$ cat src/rtl/shifter_pkg.sv
// Shared constants and elaboration helpers for the barrel shifter family.
package shifter_pkg;

  localparam logic SHIFT_LOGICAL = 1'b0;
  localparam logic SHIFT_ARITH   = 1'b1;

  // Smallest r with 2**r >= n; usable in constant expressions.
  function automatic int clog2(input int n);
    int r;
    r = 0;
    for (int i = 0; i < 31; i++) begin
      if ((1 << r) < n) r = r + 1;
    end
    return r;
  endfunction

  function automatic bit is_pow2(input int n);
    return (n >= 2) && ((n & (n - 1)) == 0);
  endfunction

endpackage

$ cat src/rtl/right_shift_stage.sv
// One registered level of the right barrel shifter: conditional shift by DIST
// with sign/zero fill, plus a skid-free valid/ready stage register.
module right_shift_stage
  import shifter_pkg::*;
#(
  parameter int WIDTH = 32,
  parameter int DIST  = 1,
  parameter int SHW   = 5
) (
  input  logic             clk,
  input  logic             rst_n,
  input  logic             up_valid,
  output logic             up_ready,
  input  logic [WIDTH-1:0] up_data,
  input  logic [SHW-1:0]   up_shamt,
  input  logic             up_arith,
  input  logic             up_sign,
  output logic             dn_valid,
  input  logic             dn_ready,
  output logic [WIDTH-1:0] dn_data,
  output logic [SHW-1:0]   dn_shamt,
  output logic             dn_arith,
  output logic             dn_sign
);

  localparam int BIT = clog2(DIST);

  logic             valid_q;
  logic [WIDTH-1:0] data_q;
  logic [SHW-1:0]   shamt_q;
  logic             arith_q;
  logic             sign_q;
  logic             fill;
  logic [WIDTH-1:0] shifted;

  assign fill    = (up_arith == SHIFT_ARITH) ? up_sign : SHIFT_LOGICAL;
  assign shifted = up_shamt[BIT] ? {{DIST{fill}}, up_data[WIDTH-1:DIST]} : up_data;

  // Handshake: a beat moves across a boundary when valid & ready are both high
  // at a rising edge; this stage is ready whenever it is empty or its own beat
  // leaves this cycle, so an empty stage fills even while downstream stalls.
  assign up_ready = ~valid_q | dn_ready;

  always_ff @(posedge clk or negedge rst_n) begin
    if (!rst_n) begin
      valid_q <= 1'b0;
      data_q  <= '0;
      shamt_q <= '0;
      arith_q <= 1'b0;
      sign_q  <= 1'b0;
    end else if (up_ready) begin
      valid_q <= up_valid;
      if (up_valid) begin
        data_q  <= shifted;
        shamt_q <= up_shamt;
        arith_q <= up_arith;
        sign_q  <= up_sign;
      end
    end
  end

  assign dn_valid = valid_q;
  assign dn_data  = data_q;
  assign dn_shamt = shamt_q;
  assign dn_arith = arith_q;
  assign dn_sign  = sign_q;

endmodule

$ cat src/rtl/right_barrel_shifter_pipe.sv
// Pipelined logical/arithmetic right barrel shifter, one register stage per
// shift level (stage k shifts by 2**k), valid/ready with bubble collapsing.
module right_barrel_shifter_pipe
  import shifter_pkg::*;
#(
  parameter int WIDTH  = 32,
  parameter int LEVELS = clog2(WIDTH)
) (
  input  logic              clk,
  input  logic              rst_n,
  input  logic              in_valid,
  output logic              in_ready,
  input  logic              in_arith,
  input  logic [LEVELS-1:0] in_shamt,
  input  logic [WIDTH-1:0]  in_data,
  output logic              out_valid,
  input  logic              out_ready,
  output logic [WIDTH-1:0]  out_data
);

  if (!is_pow2(WIDTH)) begin : g_bad_width
    $error("right_barrel_shifter_pipe: WIDTH must be a power of two >= 2");
  end

  // Index 0 is the input port; index k+1 is the output of stage k.
  logic              v [0:LEVELS];
  logic              r [0:LEVELS];
  logic [WIDTH-1:0]  d [0:LEVELS];
  logic [LEVELS-1:0] s [0:LEVELS];
  logic              a [0:LEVELS];
  logic              g [0:LEVELS];
  logic              unused_tail;

  assign v[0]      = in_valid;
  assign d[0]      = in_data;
  assign s[0]      = in_shamt;
  assign a[0]      = in_arith;
  assign g[0]      = in_data[WIDTH-1];
  assign in_ready  = r[0];
  assign r[LEVELS] = out_ready;

  for (genvar k = 0; k < LEVELS; k++) begin : g_stage
    right_shift_stage #(
      .WIDTH (WIDTH),
      .DIST  (1 << k),
      .SHW   (LEVELS)
    ) u_stage (
      .clk      (clk),
      .rst_n    (rst_n),
      .up_valid (v[k]),
      .up_ready (r[k]),
      .up_data  (d[k]),
      .up_shamt (s[k]),
      .up_arith (a[k]),
      .up_sign  (g[k]),
      .dn_valid (v[k+1]),
      .dn_ready (r[k+1]),
      .dn_data  (d[k+1]),
      .dn_shamt (s[k+1]),
      .dn_arith (a[k+1]),
      .dn_sign  (g[k+1])
    );
  end

  // Shift control is fully consumed by the last stage.
  assign unused_tail = ^{s[LEVELS], a[LEVELS], g[LEVELS]};

  assign out_valid = v[LEVELS];
  assign out_data  = v[LEVELS] ? d[LEVELS] : '0;

endmodule

$ cat config.mk
export PLATFORM = sky130hd
export DESIGN_NAME = right_barrel_shifter_pipe
export DESIGN_NICKNAME = d
export VERILOG_FILES = /design/src/rtl/shifter_pkg.sv /design/src/rtl/right_shift_stage.sv /design/src/rtl/right_barrel_shifter_pipe.sv
export SDC_FILE = /design/constraint.sdc
export NUM_CORES = 1
export LEC_CHECK = 0
export CAP_MARGIN = 5
export CORE_ASPECT_RATIO = 2
export CORE_UTILIZATION = 40
export DETAILED_ROUTE_END_ITERATION = 8
export PLACE_DENSITY = 0.6
export SYNTH_ARGS = -nofsm -noshare
export SYNTH_HDL_FRONTEND = slang
export SYNTH_SLANG_ARGS = --single-unit
$ cat constraint.sdc
create_clock -name clk -period 4.5 [get_ports clk]
set_input_delay 1.125 -clock clk [delete_from_list [all_inputs] [get_ports clk]]
set_output_delay 1.125 -clock clk [all_outputs]
set_load 0.03 [all_outputs]
Word-level counts from Yosys, hierarchy flattened. Index checks and enable logic that the tools add are counted.

Equality and inequality tests: 0. Order comparisons: 0. Mux-type cells: 11. Bitwise operators: 10. Add/sub/neg operators: 0. Reduce and logical (&&, ||, !) cells: 5. Div/mod/pow operators: 0. Multiply operators: 0. Shift operators: 0.

Operator list (number): two-way mux 32 bit (6); AND reduction 2 bit (5); two-way mux 1 bit (5); inverter 1 bit (5); bitwise OR 1 bit (5).

Output and inout bits: 34. Memories kept: 0. RAM bits: 0. ROM bits: 0. Input bits: 42. Latch bits: 0. Flip-flop bits (word level): 193. Logic and storage cells: 48.

Logic depth before layout (Yosys ltp).
Word-level depth: 7. Mapped depth: 7. Gate-level depth less buffers: 3.

By module. From an unflattened synthesis, not the netlist that was laid out.

Cell total of the unflattened synthesis: 839. Area total of the unflattened synthesis: 9919.5 µm².

By module, submodules not included: right_shift_stage at g_stage[1].u_stage (seq. area each 1001.0 µm², area each 2006.9 µm², times used 1, cells each 165); right_shift_stage at g_stage[0].u_stage (seq. area each 1001.0 µm², area each 1948.1 µm², times used 1, cells each 165); right_shift_stage at g_stage[2].u_stage (seq. area each 1001.0 µm², area each 1938.1 µm², times used 1, cells each 165); right_shift_stage at g_stage[3].u_stage (seq. area each 1001.0 µm², area each 1920.6 µm², times used 1, cells each 164); right_shift_stage at g_stage[4].u_stage (seq. area each 1001.0 µm², area each 1850.5 µm², times used 1, cells each 145); right_barrel_shifter_pipe (seq. area each 0.0 µm², area each 255.2 µm², times used 1, cells each 35).

Least setup slack after synthesis. OpenSTA, ideal clock, no wires.

Path type: input port to output port. From: input port out_ready. To: output port in_ready. Arrival: 1.721 ns. Buffers on the path: 0. Path slack: 1.654 ns. Stages: 2. Data required time: 3.375 ns. Cell sequence: and4b_4 nand3_1.

Longest elaborated chain between the ends: 5.

Ends and longest elaborated chain: from (decl) (RTL line right_barrel_shifter_pipe.sv:17) `input logic out_ready,`; bitwise OR 1 bit (5 in series) (RTL line right_shift_stage.sv:42) `assign up_ready = ~valid_q | dn_ready;`; to (decl) (RTL line right_barrel_shifter_pipe.sv:12) `output logic in_ready,`.

No other way between the ends.

Worst setup path in the final report. Same ends and word-level chain as after synthesis.

==> qor.yml <==
power_report.internal_total_w: 0.00462
whs_ps: 500
crit_required_ps: 3380
critPathCaptureType: "primary output"
r2r_setup_slack_ps: 1890
critPathLaunch: "out_ready"
clockRootBuffer: "clkbuf_16"
crit_buf_inv: 2
arrival_ps: 2800
totalNegativeSetupSlack_ps: 0
rows: 76
hold_viol_final: 0
core-area_um2: 21700
drv_slew: 0
cellLeakagePower_nw: 4.41
cp_top_family: "buffers and inverters"
routabilityCongestion: 0.777
antennaDiodeCount: 0
cp_cell_sequence: "clkdlybuf4s50_1 > and4b_4 > nand3_1 > clkdlybuf4s50_1"
vias: 5299
min_period_over_period_pct: 87.2
synth_cells: 689
gr-total-overflow: 0
rsz0062_at_grt: "no"
area_delta_synth_final_pct: 17.8
power_frac_seq_pct: 41.1
p_switching_w: 0.00222
yosys_warnings: 0
cpMaxStageDelayCell: "clkdlybuf4s50_1"
worst_pin_slew_ps: 1230
clk_latency_ps: 440
avgSynthCellArea_um2: 12.9
crit_fanout: 5
fillers: 2019
ys_seq_elements: 183
numPortBuffers: 75
layout-drive-gt1-share_pct: 30.8
hpwl_um: 13000
cts_htree_levels: 4
worst_r2r_path_depth: 2
routed_wl_um: 17300
r2r-end: "g_stage[2].u_stage.dn_arith$_DFFE_PN0P_"
clock.fmax_ghz: 0.255
cts_resized: 0
share_comb_of_total_power_pct: 35.2
max_cap_violations: 0
max_stage_delay_ps: 670
dieArea_um2: 22800
ant_nets: 0
start_util_pct: 40.9
syn_area_um2: 8870
grt_pass1_wl_um: 29200
status: "completed"
crit_top_cell: "clkdlybuf4s50_1"
pwr_density_cell_nw_per_um2: 655
final_nets: 785
rr_startpoint: "g_stage[1].u_stage.dn_valid$_DFFE_PN0P_"
cts.sinks: 183
drc: 0
ctsHoldBuffers: 0
cts_buffers: 17
grt_pass1_vias: 5760
worstSetupPathDepth: 4
fp.dieW_um: 107
start_kind: "primary input"
post_drt_wl_per_cell_um: 16.8
switching_share_pct: 32.5
die_y_um: 213
crit_end: "in_ready"
setup_viol: 0
cts_tree: "yes"
path_class: "primary input to primary output"
cts_buffer_depth: 2
peakVddDrop_v: 0.000300
path_clk_slew_ps: 60
slew_headroom_pct: 17.7
firstDrtPassIters: 4
io_pins: 76
hp-class: "flip-flop to flip-flop"
fin_skew_ps: 8.51
yosysSeqAreaShare_pct: 51.6
grt_max_degree: 85
fin_crit_ps: 3920
grtUsageTotal_pct: 16.7
via_per_inst: 5.16
drt-initial-drc-count: 146
post-cts-setup-buffers: 0
antenna_found_initial: 0
yosysUniqueCellTypes: 27
synth.net_count: 731
p_clk_share_pct: 23.7
## layout make-up
cell class / count / area, um^2 / area share (%)
repair buffers: 90 / 877 / 8.39
clock buffers: 19 / 453 / 4.33
clock inverters: 11 / 198 / 1.89
multi-input cells: 439 / 3960 / 37.9
well taps: 273 / 342 / 3.27
inverters: 12 / 45.0 / 0.431
flip-flops and latches: 183 / 4580 / 43.8
## synthesized netlist by cell type (all sizes together)
| cell | n | area (um^2) |
|---|---|---|
| a21o | 1 | 7.51 |
| inv | 12 | 45.0 |
| clkbuf | 24 | 90.1 |
| a21boi | 1 | 11.3 |
| o21ai | 13 | 68.8 |
| o21bai | 1 | 7.51 |
| a21oi | 100 | 500 |
| o22a | 16 | 140 |
| and2 | 34 | 213 |
| nand2b | 4 | 25.0 |
| and4b | 1 | 13.8 |
| buf | 31 | 216 |
| mux2 | 196 | 2320 |
| mux2i | 47 | 470 |
| and3 | 1 | 6.26 |
| nor2b | 16 | 100 |
| dfrtp | 183 | 4580 |
| nand3 | 5 | 25.0 |
| nand4b | 1 | 23.8 |
| nand2 | 2 | 7.51 |
## state kept, by name, summed over array words and instances (netlist names)
register	cells
g_stage.u_stage.dn_data	160
g_stage.u_stage.dn_sign	4
g_stage.u_stage.dn_shamt	10
g_stage.u_stage.dn_arith	4
g_stage.u_stage.dn_valid	5
## cells by family (layout without fill, tap and decap cells)
family | Yosys count | count (layout) | synth area share (%)
AO/OA/AOI/OAI | 132 | 132 | 8.29
buffers and inverters | 67 | 132 | 3.96
flip-flops | 183 | 183 | 51.6
multiplexers | 243 | 243 | 31.5
AND/OR/NAND/NOR | 64 | 64 | 4.67
## stage by stage
stage                     std cells  util (%)  power (W)  setup slack, ps  cell area (um^2)
after floorplan                 689         -    0.00449             1650              8870
after global placement          997      45.2    0.00522              608              9800
after detailed placement        997      45.2    0.00529              570              9800
after CTS                      1027      48.2    0.00695              570             10500
after global routing           1027      48.2    0.00726              510             10500
final                          1027      48.2    0.00684              576             10500
## worst min-delay path by stage
stage	cells past startpoint	endpoint	from	slack [ps]
3_5_place_dp	1	g_stage[0].u_stage.dn_shamt[4]$_DFFE_PN0P_	g_stage[0].u_stage.dn_shamt[4]$_DFFE_PN0P_	490
4_1_cts	1	g_stage[0].u_stage.dn_shamt[4]$_DFFE_PN0P_	g_stage[0].u_stage.dn_shamt[4]$_DFFE_PN0P_	510
6_report	1	g_stage[4].u_stage.dn_data[26]$_DFFE_PN0P_	g_stage[4].u_stage.dn_data[26]$_DFFE_PN0P_	500
2_1_floorplan	1	g_stage[1].u_stage.dn_valid$_DFFE_PN0P_	g_stage[0].u_stage.dn_valid$_DFFE_PN0P_	460
3_3_place_gp	1	g_stage[1].u_stage.dn_shamt[4]$_DFFE_PN0P_	g_stage[0].u_stage.dn_shamt[4]$_DFFE_PN0P_	490
5_1_grt	1	g_stage[4].u_stage.dn_data[23]$_DFFE_PN0P_	g_stage[4].u_stage.dn_data[23]$_DFFE_PN0P_	510
## routing by layer
| metal | routed length [um] | GRT usage, % | vias up |
|---|---|---|---|
| met4 | 446 | 7.51 | 0 |
| met1 | 6290 | 16.4 | 2627 |
| li1 | - | - | 2573 |
| met2 | 10100 | 32.5 | 74 |
| met3 | 433 | 3.71 | 25 |
| met5 | 0 | 0 | - |
## power groups by stage
stage	Sequential (W)	Clock, W	Combinational [W]
final	0.00281	0.00162	0.00241
after global routing	0.00291	0.00173	0.00263
after detailed placement	0.00286	0	0.00243
after global placement	0.00283	0	0.00239
after floorplan	0.00258	0	0.00191
after CTS	0.00283	0.00167	0.00245
## cells in the final DEF, fill, tap and decap left out, types with 2 or more instances in the layout
cell               n
buf_4             14
mux2_1            15
mux2i_1           47
clkbuf_16         17
dfrtp_1          183
mux2_2           151
a21oi_1          100
o21ai_0           11
nand2_1            2
nand2b_1           4
nor2b_1           16
o22a_1            16
bufinv_16          5
nand3_1            5
clkdlybuf4s50_1   74
clkinv_4           3
clkbuf_8           2
and2_1            34
inv_1             12
mux2_4            30
No activity file was read; power rests on OpenSTA's default activity.
